`src/rtl/tmds_period_scheduler.sv`:
```
// -----------------------------------------------------------------------------
// tmds_period_scheduler
//
// Chooses, once per pixel clock, what the three TMDS channel encoders send:
// control, video preamble, video guard band or video data. Pixel and sync
// inputs are delayed so that the preamble and guard band fit in ahead of each
// active-video run. Also drives CTL0..3 and the running-disparity clear for
// the stage-2 encoders.
//
// Build option:
//   HDMI_PREAMBLE_EN defined   : preamble + guard band insertion,
//                                latency LAT = PRE_LEN+GB_LEN+1.
//   HDMI_PREAMBLE_EN undefined : DVI mode, latency 1, period only CTRL/VIDEO,
//                                ctl and short_blank tied low.
//
// Parameters:
//   PRE_LEN  video preamble length in clocks (1..15)
//   GB_LEN   video leading guard band length in clocks (1..3)
//   CTL_MIN  plain-control clocks needed before a preamble may start (1..31)
//
// Ports:
//   clk, rst                 pixel clock, synchronous active-high reset
//   de_in, hsync_in,
//   vsync_in, rgb_in         timing generator outputs (de_in also lookahead)
//   rgb_out, hsync_out,
//   vsync_out                inputs delayed by LAT clocks
//   period                   00 CTRL, 01 PREAMBLE, 10 GUARD, 11 VIDEO
//   ctl                      {CTL3,CTL2,CTL1,CTL0}
//   rd_clear                 force encoder running disparity to 0
//   short_blank              1-clock pulse when a preamble had to be dropped
// -----------------------------------------------------------------------------
module tmds_period_scheduler #(
   parameter int unsigned PRE_LEN = 8,
   parameter int unsigned GB_LEN  = 2,
   parameter int unsigned CTL_MIN = 4
) (
   input  logic        clk,
   input  logic        rst,
   input  logic        de_in,
   input  logic        hsync_in,
   input  logic        vsync_in,
   input  logic [23:0] rgb_in,
   output logic [23:0] rgb_out,
   output logic        hsync_out,
   output logic        vsync_out,
   output logic [1:0]  period,
   output logic [3:0]  ctl,
   output logic        rd_clear,
   output logic        short_blank
);

`ifdef HDMI_PREAMBLE_EN
   localparam int unsigned LAT = PRE_LEN + GB_LEN + 1;
`else
   localparam int unsigned LAT = 1;
`endif
   localparam int unsigned DW = 27;   // {de, hsync, vsync, rgb}

   if (PRE_LEN < 1 || PRE_LEN > 15 || GB_LEN < 1 || GB_LEN > 3 ||
       CTL_MIN < 1 || CTL_MIN > 31) begin : g_bad_param
      $error("tmds_period_scheduler: parameter out of range");
   end

   typedef enum logic [1:0] {
      PER_CTRL  = 2'b00,
      PER_PRE   = 2'b01,
      PER_GUARD = 2'b10,
      PER_VIDEO = 2'b11
   } period_e;

   // ---------------------------------------------------------------------------
   // Delay line: stage 0 captures the inputs, stage LAT-1 is the output tap.
   // ---------------------------------------------------------------------------
   logic [DW-1:0] dl_q [LAT];
   logic [DW-1:0] dl_d [LAT];
   logic          de_nx;   // value the delayed de will take after this edge

   always_comb begin
      dl_d[0] = {de_in, hsync_in, vsync_in, rgb_in};
      for (int unsigned i = 1; i < LAT; i++) begin
         dl_d[i] = dl_q[i-1];
      end
      de_nx = dl_d[LAT-1][DW-1];
   end

   always_ff @(posedge clk) begin
      if (rst) begin
         for (int unsigned i = 0; i < LAT; i++) begin
            dl_q[i] <= '0;
         end
      end else begin
         for (int unsigned i = 0; i < LAT; i++) begin
            dl_q[i] <= dl_d[i];
         end
      end
   end

   assign hsync_out = dl_q[LAT-1][25];
   assign vsync_out = dl_q[LAT-1][24];
   assign rgb_out   = dl_q[LAT-1][23:0];

   period_e period_q, period_d;
   logic    rd_clear_q, rd_clear_d;

   assign period   = period_q;
   assign rd_clear = rd_clear_q;

`ifdef HDMI_PREAMBLE_EN
   typedef enum logic [1:0] {
      ST_CTRL,
      ST_PRE,
      ST_GUARD,
      ST_VIDEO
   } state_e;

   state_e      state_q, state_d;
   logic [3:0]  dcnt_q, dcnt_d;        // preamble / guard down-counter
   logic [5:0]  ctl_cnt_q, ctl_cnt_d;  // consecutive CTRL output clocks
   logic        de_prev_q, de_prev_d;
   logic [3:0]  ctl_q, ctl_d;
   logic        short_blank_q, short_blank_d;
   logic        rise;
   logic        blank_ok;

   assign rise     = de_in & ~de_prev_q;
   // The +1 accounts for the current clock, which is still a CTRL clock.
   assign blank_ok = (7'(ctl_cnt_q) + 7'd1) >= 7'(CTL_MIN);

   always_comb begin
      state_d       = state_q;
      dcnt_d        = dcnt_q;
      de_prev_d     = de_in;
      short_blank_d = 1'b0;

      ctl_cnt_d = '0;
      if (period_q == PER_CTRL) begin
         ctl_cnt_d = (ctl_cnt_q == '1) ? ctl_cnt_q : ctl_cnt_q + 6'd1;
      end

      // de_in is the lookahead: a rise here becomes visible at the output
      // LAT clocks later, exactly after the preamble and guard band.
      unique case (state_q)
         ST_CTRL: begin
            if (rise && blank_ok) begin
               state_d = ST_PRE;
               dcnt_d  = 4'(PRE_LEN - 1);
            end else begin
               if (rise) short_blank_d = 1'b1;
               if (de_nx) state_d = ST_VIDEO;
            end
         end
         ST_PRE: begin
            if (rise) short_blank_d = 1'b1;
            if (dcnt_q == '0) begin
               state_d = ST_GUARD;
               dcnt_d  = 4'(GB_LEN - 1);
            end else begin
               dcnt_d = dcnt_q - 4'd1;
            end
         end
         ST_GUARD: begin
            if (rise) short_blank_d = 1'b1;
            if (dcnt_q == '0) begin
               state_d = ST_VIDEO;
            end else begin
               dcnt_d = dcnt_q - 4'd1;
            end
         end
         default: begin
            if (rise) short_blank_d = 1'b1;
            if (!de_nx) state_d = ST_CTRL;
         end
      endcase

      // Delayed de overrides the state so VIDEO tracks de_d exactly.
      if (de_nx) begin
         period_d = PER_VIDEO;
      end else if (state_d == ST_PRE) begin
         period_d = PER_PRE;
      end else if (state_d == ST_GUARD) begin
         period_d = PER_GUARD;
      end else begin
         period_d = PER_CTRL;
      end

      ctl_d      = (period_d == PER_PRE) ? 4'b0001 : 4'b0000;
      rd_clear_d = (period_d != PER_VIDEO);
   end

   always_ff @(posedge clk) begin
      if (rst) begin
         state_q       <= ST_CTRL;
         dcnt_q        <= '0;
         ctl_cnt_q     <= '0;
         de_prev_q     <= 1'b0;
         period_q      <= PER_CTRL;
         ctl_q         <= '0;
         rd_clear_q    <= 1'b0;
         short_blank_q <= 1'b0;
      end else begin
         state_q       <= state_d;
         dcnt_q        <= dcnt_d;
         ctl_cnt_q     <= ctl_cnt_d;
         de_prev_q     <= de_prev_d;
         period_q      <= period_d;
         ctl_q         <= ctl_d;
         rd_clear_q    <= rd_clear_d;
         short_blank_q <= short_blank_d;
      end
   end

   assign ctl         = ctl_q;
   assign short_blank = short_blank_q;
`else
   always_comb begin
      period_d   = de_nx ? PER_VIDEO : PER_CTRL;
      rd_clear_d = ~de_nx;
   end

   always_ff @(posedge clk) begin
      if (rst) begin
         period_q   <= PER_CTRL;
         rd_clear_q <= 1'b0;
      end else begin
         period_q   <= period_d;
         rd_clear_q <= rd_clear_d;
      end
   end

   assign ctl         = '0;
   assign short_blank = 1'b0;
`endif

endmodule

```
`config.mk`:
```
export PLATFORM = sky130hd
export DESIGN_NAME = tmds_period_scheduler
export DESIGN_NICKNAME = d
export VERILOG_FILES = /design/src/rtl/tmds_period_scheduler.sv
export SDC_FILE = /design/constraint.sdc
export NUM_CORES = 1
export LEC_CHECK = 0
export BUFFER_PORTS_ARGS = -buffer_cell sky130_fd_sc_hd__buf_2
export CELL_PAD_IN_SITES_DETAIL_PLACEMENT = 1
export CELL_PAD_IN_SITES_GLOBAL_PLACEMENT = 1
export CORE_MARGIN = 3
export CORE_UTILIZATION = 29
export CTS_CLUSTER_SIZE = 25
export DETAILED_ROUTE_END_ITERATION = 8
export PLACE_DENSITY_LB_ADDON = 0.1
export SLEW_MARGIN = 20
export SYNTH_ARGS = -nofsm -noshare
export SYNTH_HDL_FRONTEND = slang
export SYNTH_SLANG_ARGS = --single-unit
```
`constraint.sdc`:
```
create_clock -name clk -period 0.8 [get_ports clk]
set_input_delay 0.16 -clock clk [delete_from_list [all_inputs] [get_ports clk]]
set_output_delay 0.16 -clock clk [all_outputs]
set_load 0.02 [all_outputs]
```
==> results.txt <==
outcome -> finished, violations left
failing checks -> setup timing
Final Hold Fails -> 0
crit path DAT -> 0.81 ns
Buffers & Inverters on Critical Path -> 1
number of global-route vias before repair -> 700
Layout area overhead -> 66.5%
Avg WL per Cell -> 11.8 µm
num rows -> 18
HPWL Detailed -> 1.38 mm
Max FO, Critical Path -> 2
synthesized area -> 825 µm²
final setup margin -> -0.168 ns
Post-CTS Setup Inserts -> 0
total gr overflow -> 0
clock root buffer -> clkbuf_4
initial core utilization -> 31.8%
DRC -> 0
Seq cells post-synth -> 28
Ports -> 63
clk sink count -> 28
Core ar. -> 2590 µm²
Final Setup Violations -> 29
DR vias/cell -> 4.10
initial drt markers -> 4
Min Clock Period, post-route -> 0.968 ns
Min Hold Slack -> 0.0379 ns
pin count of the biggest net entering global routing -> 16
post-synthesis cell type count -> 7
Avg Cell Area, Syn -> 12.7 µm²
setup TNS -> -4.12 ns
RSZ-0062 raised after global routing -> yes
maximum vdd drop -> 1.68 mV
first-pass GRT wire length -> 2.90 mm
CP max stage cell -> dfxtp_2
Util after Layout -> 53.0%
CTS tree -> yes
Nets -> 155
cts bufs inserted -> 3
CP delay by family, top -> flip-flops
kind of end point of the critical path -> primary output
crit path kind -> flip-flop to primary output
Leak -> 0.662 nW
layout cell share with drive strength beyond 1 -> 79.2%
CP peak stage delay -> 0.37 ns
Routed WL -> 1.82 mm
port bufs -> 57
Max-Cap Viols -> 0
GP Congestion -> 0.616
CP Launch Type -> flip-flop
Die Ht -> 59.3 µm
clk buf depth -> 2
first drt pass iteration count -> 2
die area -> 3520 µm²
CTS clk-pin slew, worst paths -> 0.14 ns
crit path cell chain -> buf_6
antenna cell count -> 0
pwr/cell area -> 1910 nW/µm²
YS warnings -> 0
ANT nets after route -> 0
Max Clk Rate -> 1030 MHz
Max H-tree Level -> 1
sequential-to-total area share from yosys stat -> 68.0%
Syn Inst Count -> 65
GRT Total Usage -> 11.3%
die width -> 59.3 µm
Worst Path Required -> 0.64 ns
Hold Crit Class -> input port to flip-flop
Slew Viols, Final -> 0
initial antenna violation count -> 0
routed vias -> 636
period utilisation layout -> 121%
-- state kept, by name, summed over array words and instances (netlist names) --
signal,count
rd_clear,1
period,1
dl_q,26
-- synth_stat cells --
cell type / number / area [µm²]
dfxtp_1: 28 / 561
nor2b_1: 19 / 119
and2b_2: 8 / 70.1
buf_4: 6 / 45.0
buf_6: 2 / 22.5
conb_1: 1 / 3.75
nor2_1: 1 / 3.75
-- cell usage in the layout (no fill, tap or decap), drive strengths merged --
| cell type | n |
|---|---|
| clkbuf | 4 |
| dfxtp | 28 |
| conb | 5 |
| dlygate4sd3 | 1 |
| nor2b | 19 |
| nor2 | 1 |
| and2b | 8 |
| buf | 59 |
-- stage by stage --
| step | std cells | power [W] | area (µm²) | setup slack (ns) |
|---|---|---|---|---|
| after floorplan | 69 | 0.00174 | 840 | 0.0451 |
| after global placement | 150 | 0.00186 | 1110 | 0.0749 |
| after detailed placement | 150 | 0.00186 | 1110 | 0.0455 |
| after CTS | 155 | 0.00266 | 1370 | -0.186 |
| after global routing | 155 | 0.00276 | 1370 | -0.220 |
| final | 155 | 0.00262 | 1370 | -0.168 |
-- routing by layer --
metal	vias up	part of all wire, %	global-route usage [%]
met5	-	0	0
li1	300	-	-
met1	295	29	8.85
met2	39	55	22.3
met4	0	0.71	2.91
met3	2	14	6.97
-- path summary, 6_finish.rpt --
check	startpoint	end	slack (ns)	cells after the start
max	period[0]	period[1]	-0.17	1
min	rgb_in[16]	dl_q[0][16]	0.04	2
-- report_power, final --
group,internal [W],total (W),switching (W)
Sequential,0.00148,0.00152,0.0000342
Clock,0.000278,0.000662,0.000384
Combinational,0.000238,0.000436,0.000198
-- what timing repair did --
item / in CTS / in global routing
gates resized for setup: 86 / 0
hold buffers: 1 / 0
endpoints found under the hold margin: 1 / 0
endpoints found under the setup margin: 29 / 29
-- kinds of logic (layout without fill, tap and decap cells) --
family                 count (synthesis)  in the layout  synth area share [%]
AND/OR/NAND/NOR                       28             28                  23.4
buffers and inverters                  8             64                  8.19
flip-flops                            28             28                  68.0
other                                  1              5                 0.455
-- layout make-up --
type,instances,area (µm²)
multi-input combinational,33,211
fill,278,1220
timing repair buffer,60,492
sequential,28,596
clock buffer,4,36.3
tap,30,37.5
No activity file was read; power rests on OpenSTA's default activity.
